[config.mk]
export PLATFORM = sky130hd
export DESIGN_NAME = pwm_multichannel
export DESIGN_NICKNAME = d
export VERILOG_FILES = /design/src/rtl/pwm_multichannel_pkg.sv /design/src/rtl/pwm_multichannel_channel.sv /design/src/rtl/pwm_multichannel.sv
export SDC_FILE = /design/constraint.sdc
export NUM_CORES = 1
export LEC_CHECK = 0
export BUFFER_PORTS_ARGS = -buffer_cell sky130_fd_sc_hd__buf_2
export CAP_MARGIN = 20
export CORE_MARGIN = 2
export CORE_UTILIZATION = 25
export CTS_BUF_LIST = sky130_fd_sc_hd__clkbuf_4
export CTS_CLUSTER_SIZE = 30
export DETAILED_ROUTE_END_ITERATION = 7
export GPL_TIMING_DRIVEN = 0
export PLACE_DENSITY_LB_ADDON = 0.25
export SLEW_MARGIN = 30
export SYNTH_ARGS = -nofsm -noshare
export SYNTH_HDL_FRONTEND = slang
export SYNTH_HIERARCHICAL = 1
export SYNTH_SLANG_ARGS = --single-unit
[constraint.sdc]
create_clock -name Clk -period 4.7 [get_ports Clk]
set_input_delay 0.94 -clock Clk [delete_from_list [all_inputs] [get_ports Clk]]
set_output_delay 0.94 -clock Clk [all_outputs]
set_load 0.01 [all_outputs]
[src/rtl/pwm_multichannel_pkg.sv]
// pwm_multichannel_pkg
//   Shared definitions for the multichannel PWM block: register offsets
//   within a channel, CTRL bit layout and register reset values.
package pwm_multichannel_pkg;

    localparam int DATA_W = 16;

    // Register offsets (CmdAddr[1:0])
    typedef enum logic [1:0] {
        PWM_REG_PERIOD = 2'd0,
        PWM_REG_DUTY   = 2'd1,
        PWM_REG_CTRL   = 2'd2,
        PWM_REG_PRESC  = 2'd3
    } pwm_reg_e;

    // CTRL bit positions
    localparam int PWM_CTRL_START  = 0;
    localparam int PWM_CTRL_INVERT = 1;
    localparam int PWM_CTRL_CENTER = 2;

    typedef struct packed {
        logic center;
        logic invert;
        logic start;
    } pwm_ctrl_t;

    // Reset values
    localparam logic [DATA_W-1:0] PWM_PERIOD_RST = '0;
    localparam logic [DATA_W-1:0] PWM_DUTY_RST   = '0;
    localparam pwm_ctrl_t         PWM_CTRL_RST   = '0;

endpackage

[src/rtl/pwm_multichannel_channel.sv]
// pwm_channel
//   One PWM channel: shadow/active PERIOD and DUTY, CTRL and PRESC
//   registers, prescaler clock enable, up or up/down counter, compare and
//   registered output.
// Ports:
//   clk, rst      clock, async active-high reset
//   oe            global output enable
//   wr_en         write strobe for this channel
//   reg_sel       register offset for write and read-back
//   wr_data       write data
//   rd_data       shadow value of reg_sel (combinational, zero-extended)
//   pwm           registered PWM output
//   period_end    one-cycle pulse on counter wrap
module pwm_channel
    import pwm_multichannel_pkg::*;
#(
    parameter int CNT_W   = 16,
    parameter int PRESC_W = 3
) (
    input  logic              clk,
    input  logic              rst,
    input  logic              oe,
    input  logic              wr_en,
    input  logic [1:0]        reg_sel,
    input  logic [DATA_W-1:0] wr_data,
    output logic [DATA_W-1:0] rd_data,
    output logic              pwm,
    output logic              period_end
);
    localparam int PCNT_W = (1 << PRESC_W) - 1;

    logic [CNT_W-1:0]   sh_period, sh_duty, act_period, act_duty, cnt, cnt_nxt;
    logic [PRESC_W-1:0] presc;
    logic [PCNT_W-1:0]  pcnt, pmask;
    pwm_ctrl_t          ctrl;
    logic dir, dir_nxt, tick, edge_mode, at_top, wrap_pt, wrap, load, raw;

    assign pmask     = PCNT_W'((32'd1 << presc) - 32'd1);
    // >= so a PRESC reduction mid-count still ticks right away
    assign tick      = ctrl.start && (pcnt >= pmask);
    assign edge_mode = !ctrl.center || (act_period == CNT_W'(1));
    assign at_top    = (cnt >= act_period - CNT_W'(1));
    assign wrap      = tick && wrap_pt;
    // With PERIOD=0 the counter never wraps; loading freely is glitch-free
    // since cnt is parked at 0 and the output is forced low.
    assign load      = wrap || !ctrl.start || (act_period == '0);
    assign raw       = (act_period != '0) && (cnt < act_duty);

    // Counter successor, applied only on tick. dir=1 means counting down.
    always_comb begin
        cnt_nxt = cnt;
        dir_nxt = dir;
        wrap_pt = 1'b0;
        if (act_period == '0) begin
            cnt_nxt = '0;
            dir_nxt = 1'b0;
        end else if (edge_mode) begin
            dir_nxt = 1'b0;
            if (at_top) begin
                cnt_nxt = '0;
                wrap_pt = 1'b1;
            end else begin
                cnt_nxt = cnt + CNT_W'(1);
            end
        end else if (!dir) begin
            // top value is held for two ticks: once up, once down
            if (at_top) dir_nxt = 1'b1;
            else        cnt_nxt = cnt + CNT_W'(1);
        end else if (cnt == '0) begin
            dir_nxt = 1'b0;
            wrap_pt = 1'b1;
        end else begin
            cnt_nxt = cnt - CNT_W'(1);
        end
    end

    always_ff @(posedge clk or posedge rst) begin
        if (rst) begin
            sh_period  <= PWM_PERIOD_RST[CNT_W-1:0];
            sh_duty    <= PWM_DUTY_RST[CNT_W-1:0];
            act_period <= PWM_PERIOD_RST[CNT_W-1:0];
            act_duty   <= PWM_DUTY_RST[CNT_W-1:0];
            ctrl       <= PWM_CTRL_RST;
            presc      <= '0;
            pcnt       <= '0;
            cnt        <= '0;
            dir        <= 1'b0;
            pwm        <= 1'b0;
            period_end <= 1'b0;
        end else begin
            if (wr_en) begin
                case (reg_sel)
                    PWM_REG_PERIOD: sh_period <= wr_data[CNT_W-1:0];
                    PWM_REG_DUTY:   sh_duty   <= wr_data[CNT_W-1:0];
                    PWM_REG_CTRL:   ctrl      <= pwm_ctrl_t'(wr_data[2:0]);
                    default:        presc     <= wr_data[PRESC_W-1:0];
                endcase
            end
            // active regs take the pre-write shadow when a write meets a wrap
            if (load) begin
                act_period <= sh_period;
                act_duty   <= sh_duty;
            end
            if (!ctrl.start) begin
                pcnt <= '0;
                cnt  <= '0;
                dir  <= 1'b0;
            end else begin
                pcnt <= tick ? '0 : pcnt + PCNT_W'(1);
                if (tick) begin
                    cnt <= cnt_nxt;
                    dir <= dir_nxt;
                end
            end
            period_end <= wrap;
            pwm        <= oe && ctrl.start && (raw ^ ctrl.invert);
        end
    end

    always_comb begin
        rd_data = '0;
        case (reg_sel)
            PWM_REG_PERIOD: rd_data = DATA_W'(sh_period);
            PWM_REG_DUTY:   rd_data = DATA_W'(sh_duty);
            PWM_REG_CTRL:   rd_data = DATA_W'(ctrl);
            default:        rd_data = DATA_W'(presc);
        endcase
    end

endmodule

[src/rtl/pwm_multichannel.sv]
// pwm_multichannel
//   NUM_CH-channel PWM generator behind one command-bus register port.
//   CmdAddr = {channel, reg[1:0]}; channels >= NUM_CH ignore writes and
//   read back 0.
// Ports:
//   Clk, Reset            clock, async active-high reset
//   CmdVal/CmdRW/CmdAddr  command valid, 1=read 0=write, address
//   CmdDataIn             write data
//   CmdDataOut/Val        registered read data and its one-cycle strobe
//   OE                    global output enable
//   PWM_out, PeriodEnd    per-channel waveform and wrap pulse
module pwm_multichannel
    import pwm_multichannel_pkg::*;
#(
    parameter int NUM_CH  = 4,
    parameter int CNT_W   = 16,
    parameter int PRESC_W = 3,
    parameter int ADDR_W  = 5
) (
    input  logic              Clk,
    input  logic              Reset,
    input  logic              CmdVal,
    input  logic              CmdRW,
    input  logic [ADDR_W-1:0] CmdAddr,
    input  logic [15:0]       CmdDataIn,
    output logic [15:0]       CmdDataOut,
    output logic              CmdDataOutVal,
    input  logic              OE,
    output logic [NUM_CH-1:0] PWM_out,
    output logic [NUM_CH-1:0] PeriodEnd
);
    localparam int CH_W = ADDR_W - 2;

    logic [CH_W-1:0]               ch_idx;
    logic [1:0]                    reg_sel;
    logic [NUM_CH-1:0]             wr_en;
    logic [NUM_CH-1:0][DATA_W-1:0] rd_val;
    logic [DATA_W-1:0]             rd_mux;

    assign ch_idx  = CmdAddr[ADDR_W-1:2];
    assign reg_sel = CmdAddr[1:0];

    generate
        for (genvar i = 0; i < NUM_CH; i++) begin : g_ch
            assign wr_en[i] = CmdVal && !CmdRW && (ch_idx == CH_W'(i));
            pwm_channel #(.CNT_W(CNT_W), .PRESC_W(PRESC_W)) u_ch (
                .clk        (Clk),
                .rst        (Reset),
                .oe         (OE),
                .wr_en      (wr_en[i]),
                .reg_sel    (reg_sel),
                .wr_data    (CmdDataIn),
                .rd_data    (rd_val[i]),
                .pwm        (PWM_out[i]),
                .period_end (PeriodEnd[i])
            );
        end
    endgenerate

    // unmatched (out-of-range) channel falls through to 0
    always_comb begin
        rd_mux = '0;
        for (int i = 0; i < NUM_CH; i++)
            if (ch_idx == CH_W'(i)) rd_mux = rd_val[i];
    end

    always_ff @(posedge Clk or posedge Reset) begin
        if (Reset) begin
            CmdDataOut    <= '0;
            CmdDataOutVal <= 1'b0;
        end else begin
            CmdDataOutVal <= CmdVal && CmdRW;
            if (CmdVal && CmdRW) CmdDataOut <= rd_mux;
        end
    end

endmodule

==> reports/qor.json <==
{
  "drive_above_1_share": {"value": 20.0, "unit": "%"},
  "number_of_iterations_in_the_first_detailed_routing_pass": {"value": 6},
  "timing.critical_path.to_type": {"value": "flip-flop"},
  "finalWorstPathRequiredPeriod": {"value": 4.46, "unit": "ns"},
  "die_area": {"value": 106000, "unit": "um^2"},
  "post-layout-total-power": {"value": 0.0108, "unit": "W"},
  "yosysUniqueCellTypes": {"value": 89},
  "cts-root-to-sink-buffers": {"value": 3},
  "routed_via_density": {"value": 4.93},
  "track_usage": {"value": 15.2, "unit": "%"},
  "ant_nets": {"value": 0},
  "number_of_pins_with_negative_max_slew_slack_in_the_final_report": {"value": 0},
  "critical_path.startpoint_type": {"value": "flip-flop"},
  "syn_area_per_cell": {"value": 10.2, "unit": "um^2"},
  "latest_clock_arrival_within_the_worst_skew_pair": {"value": 0.89, "unit": "ns"},
  "yosys-top-cells-count": {"value": "sky130_fd_sc_hd__dfrtp_1, sky130_fd_sc_hd__nor2_1, sky130_fd_sc_hd__ha_1, sky130_fd_sc_hd__mux2_2, sky130_fd_sc_hd__nand2_1"},
  "synth-seq-cells": {"value": 401},
  "finalSetupViolations": {"value": 0},
  "cts.sink_count": {"value": 401},
  "yosys_warning_total": {"value": 6},
  "met3_grt_util": {"value": 3.43, "unit": "%"},
  "cts.root.buffer_cell": {"value": "sky130_fd_sc_hd__clkbuf_4"},
  "grt.busiest_layer": {"value": "met2"},
  "dp_hpwl": {"value": 60100, "unit": "um"},
  "drt_wl_total": {"value": 80900, "unit": "um"},
  "fin_crit_sh": {"value": 94.9, "unit": "%"},
  "boundaryPins": {"value": 51},
  "run_status": {"value": "completed"},
  "grt_max_degree": {"value": 61},
  "power_density": {"value": 364, "unit": "nW/um^2"},
  "grt_antenna_before_repair": {"value": 16},
  "io_buffers": {"value": 48},
  "worstMarginPinSlew": {"value": 0.928, "unit": "ns"},
  "num_vias": {"value": 20600},
  "cts.reportedPaths.clkPinSlew": {"value": 0.06, "unit": "ns"},
  "avgRoutedWirePerCell": {"value": 19.3, "unit": "um"},
  "seqPwrFrac": {"value": 39.9, "unit": "%"},
  "drc_errors": {"value": 0},
  "grt_pass1_vias": {"value": 20400},
  "netlist.top_cell.by_area": {"value": "sky130_fd_sc_hd__dfrtp_1"},
  "ys_seq_area_share": {"value": 38.8, "unit": "%"},
  "yosys_most_used_dff": {"value": "sky130_fd_sc_hd__dfrtp_1"},
  "post_synth_top_area_share": {"value": 38.8, "unit": "%"},
  "timing.critical_path.fanout_max": {"value": 8},
  "holdBufCountCts": {"value": 0},
  "hold_viol_final": {"value": 0},
  "cp.required": {"value": 5.48, "unit": "ns"},
  "rsz_0062_raised_after_global_routing": {"value": "no"},
  "use_met2": {"value": 22.8, "unit": "%"},
  "floorplan.initialDensity": {"value": 25.1, "unit": "%"},
  "timing.hold.worst.class": {"value": "primary input to asynchronous set/reset pin"},
  "synthTopCellsByArea": {"value": "sky130_fd_sc_hd__dfrtp_1, sky130_fd_sc_hd__ha_1, sky130_fd_sc_hd__mux2_2"},
  "fin_skew": {"value": 0.0655, "unit": "ns"},
  "cts-buffers-inserted": {"value": 115},
  "grt_first_pass_wirelength": {"value": 126000, "unit": "um"},
  "timing_worst_setup_path_type": {"value": "flip-flop to flip-flop"},
  "die_y": {"value": 326, "unit": "um"},
  "grt_remaining_overflow": {"value": 0},
  "cts_tree": {"value": "built"},
  "p_leak": {"value": 13.3, "unit": "nW"},
  "die_width": {"value": 326, "unit": "um"},
  "placeableCoreArea": {"value": 103000, "unit": "um^2"},
  "asyncSetResetFlopFracSynth": {"value": 100, "unit": "%"},
  "syn_to_final_growth": {"value": 14.8, "unit": "%"},
  "internal-power": {"value": 0.00705, "unit": "W"},
  "syn_nets": {"value": 2732},
  "drt-initial-drc-count": {"value": 1293},
  "achievable-frequency": {"value": 224, "unit": "MHz"},
  "syn-instance-count": {"value": 2527},
  "global_route.usage.met1": {"value": 21.8, "unit": "%"},
  "post_synth_instance_area": {"value": 25900, "unit": "um^2"},
  "peak_ir_drop_on_the_vdd_network": {"value": 0.162, "unit": "mV"},
  "htree_levels": {"value": 3},
  "gpl.final_weighted_congestion": {"value": 0.880},
  "yosys.cell_count.top_type": {"value": "sky130_fd_sc_hd__dfrtp_1"},
  "nNetsFinal": {"value": 2911},
  "drv.max_cap_violation_count": {"value": 0},
  "headroom_to_the_max_slew_limit": {"value": 37.6, "unit": "%"},
  "power.clock.fraction": {"value": 31.6, "unit": "%"},
  "arrival": {"value": 5.24, "unit": "ns"},
  "p_switching": {"value": 0.00376, "unit": "W"},
  "share_comb_of_total_power": {"value": 28.5, "unit": "%"},
  "synth_edf_count": {"value": 0},
  "final.setup.tns": {"value": 0, "unit": "ns"},
  "regToRegSetupSlack": {"value": 0.24, "unit": "ns"},
  "power.switching_fraction": {"value": 34.8, "unit": "%"},
  "std_cell_rows": {"value": 118}
}
-- path summary, 6_finish.rpt --
| path | from | to | cells past startpoint |
|---|---|---|---|
| min reg2reg | g_ch[1].u_ch/sh_period[1]$_DFFE_PP0P_ | g_ch[1].u_ch/act_period[1]$_DFFE_PP0P_ | 1 |
| max reg2reg | g_ch[1].u_ch/act_period[0]$_DFFE_PP0P_ | g_ch[1].u_ch/cnt[1]$_DFFE_PP0P_ | 15 |
| min | Reset | g_ch[0].u_ch/act_period[15]$_DFFE_PP0P_ | 2 |
| max | g_ch[1].u_ch/act_period[0]$_DFFE_PP0P_ | g_ch[1].u_ch/cnt[1]$_DFFE_PP0P_ | 15 |
| max in group asynchronous | Reset | CmdDataOut[8]$_DFFE_PP0P_ | 2 |
| min in group Clk | g_ch[1].u_ch/sh_period[1]$_DFFE_PP0P_ | g_ch[1].u_ch/act_period[1]$_DFFE_PP0P_ | 1 |
-- metrics by stage --
step,utilization (%),hold slack [ns],std cells,worst slack [ns],cell area [um^2]
after floorplan,-,0.446,2527,0.593,25900
after global placement,27.0,0.471,3955,-0.414,27900
after detailed placement,27.2,0.475,3959,-0.287,28000
after CTS,28.7,0.142,4173,0.0398,29600
after global routing,28.8,0.193,4176,0.00606,29700
final,28.8,0.246,4179,0.240,29700
-- power groups by stage --
stage	logic (W)	registers (W)	clock network, W
final	0.00308	0.00432	0.00341
after global routing	0.00346	0.00438	0.00375
after CTS	0.00309	0.00432	0.00357
after detailed placement	0.00306	0.00438	0
after global placement	0.00302	0.00438	0
after floorplan	0.00229	0.00420	0
-- layout by cell type (no fill, tap or decap), types with 11 or more instances in the layout --
cell type | netlist | layout
sky130_fd_sc_hd__nand3_1 | 71 | 71
sky130_fd_sc_hd__o21ai_1 | 28 | 29
sky130_fd_sc_hd__buf_4 | 9 | 20
sky130_fd_sc_hd__clkbuf_4 | 0 | 179
sky130_fd_sc_hd__ha_1 | 179 | 179
sky130_fd_sc_hd__or4_1 | 19 | 19
sky130_fd_sc_hd__clkbuf_1 | 92 | 90
sky130_fd_sc_hd__mux2_1 | 117 | 117
sky130_fd_sc_hd__mux4_2 | 28 | 28
sky130_fd_sc_hd__and3_1 | 21 | 21
sky130_fd_sc_hd__a21oi_1 | 111 | 109
sky130_fd_sc_hd__dfrtp_1 | 401 | 401
sky130_fd_sc_hd__a21o_1 | 14 | 14
sky130_fd_sc_hd__or3_1 | 27 | 27
sky130_fd_sc_hd__mux2i_1 | 66 | 66
sky130_fd_sc_hd__nor2_1 | 215 | 214
sky130_fd_sc_hd__o21ai_0 | 89 | 87
sky130_fd_sc_hd__buf_2 | 21 | 68
sky130_fd_sc_hd__nand2_1 | 129 | 129
sky130_fd_sc_hd__xor2_1 | 29 | 29
sky130_fd_sc_hd__clkinv_1 | 0 | 19
sky130_fd_sc_hd__mux2_2 | 164 | 164
sky130_fd_sc_hd__a31oi_1 | 17 | 17
sky130_fd_sc_hd__o22ai_1 | 13 | 13
sky130_fd_sc_hd__nand4_1 | 45 | 45
sky130_fd_sc_hd__a22o_1 | 39 | 39
sky130_fd_sc_hd__nor4_1 | 30 | 25
sky130_fd_sc_hd__buf_6 | 11 | 11
sky130_fd_sc_hd__inv_1 | 112 | 108
sky130_fd_sc_hd__o2bb2ai_1 | 19 | 19
sky130_fd_sc_hd__xnor2_1 | 89 | 89
sky130_fd_sc_hd__nand3b_1 | 13 | 13
sky130_fd_sc_hd__nor3_1 | 59 | 59
sky130_fd_sc_hd__a211oi_1 | 19 | 19
sky130_fd_sc_hd__nand2b_1 | 19 | 19
-- area by class of cell --
class	instances	area (um^2)
buffer	141	682
timing repair buffer	62	425
antenna	4	10.0
tap	1380	1730
multi-input combinational	1873	14900
inverter	112	440
clock inverter	27	168
sequential	401	10000
fill	11000	73300
clock buffer	179	1340
-- per-layer routing --
metal	wire length [um]	share of wire (%)
met5	87	0.11
met4	1300	1.6
met3	4880	6.0
met2	35100	43
met1	39500	49
-- flip-flops by register name, indices dropped and copies added (netlist names) --
register and count:
g_ch.u_ch/act_duty 64, g_ch.u_ch/act_period 64, g_ch.u_ch/cnt 64, g_ch.u_ch/sh_duty 64, g_ch.u_ch/sh_period 64, g_ch.u_ch/pcnt 28
CmdDataOut 16, g_ch.u_ch/ctrl 12, g_ch.u_ch/presc 12, g_ch.u_ch/dir 4, g_ch.u_ch/period_end 4, g_ch.u_ch/pwm 4
CmdDataOutVal 1
-- critical path, cell delays in order, from the launching register on --
cell and delay [ns]:
sky130_fd_sc_hd__dfrtp_1 0.44, sky130_fd_sc_hd__inv_1 0.11, sky130_fd_sc_hd__ha_1 0.20, sky130_fd_sc_hd__or4b_4 0.53, sky130_fd_sc_hd__or3_1 0.38, sky130_fd_sc_hd__or3_1 0.34
sky130_fd_sc_hd__xor2_1 0.16, sky130_fd_sc_hd__ha_1 0.29, sky130_fd_sc_hd__nand4_1 0.16, sky130_fd_sc_hd__inv_1 0.07, sky130_fd_sc_hd__a2111oi_2 0.36, sky130_fd_sc_hd__o21ai_1 0.12
sky130_fd_sc_hd__buf_4 0.18, sky130_fd_sc_hd__nor2_1 0.61, sky130_fd_sc_hd__o221ai_1 0.20, sky130_fd_sc_hd__o21ai_0 0.22
-- kinds of logic after synthesis --
group	count (synthesis)	share of synthesized area, %
AO/OA/AOI/OAI	475	12.6
XOR/XNOR	118	3.99
adder cells (fa/ha/maj)	179	8.65
buffers and inverters	253	4.24
flip-flops	401	38.8
multiplexers	375	17.2
AND/OR/NAND/NOR	726	14.5
-- repair_timing --
item                       CTS  global route
setup buffers                8             2
pin swaps                    1             3
setup endpoints to repair  125           164
resized for setup            6            19
No activity file was read; power rests on OpenSTA's default activity.
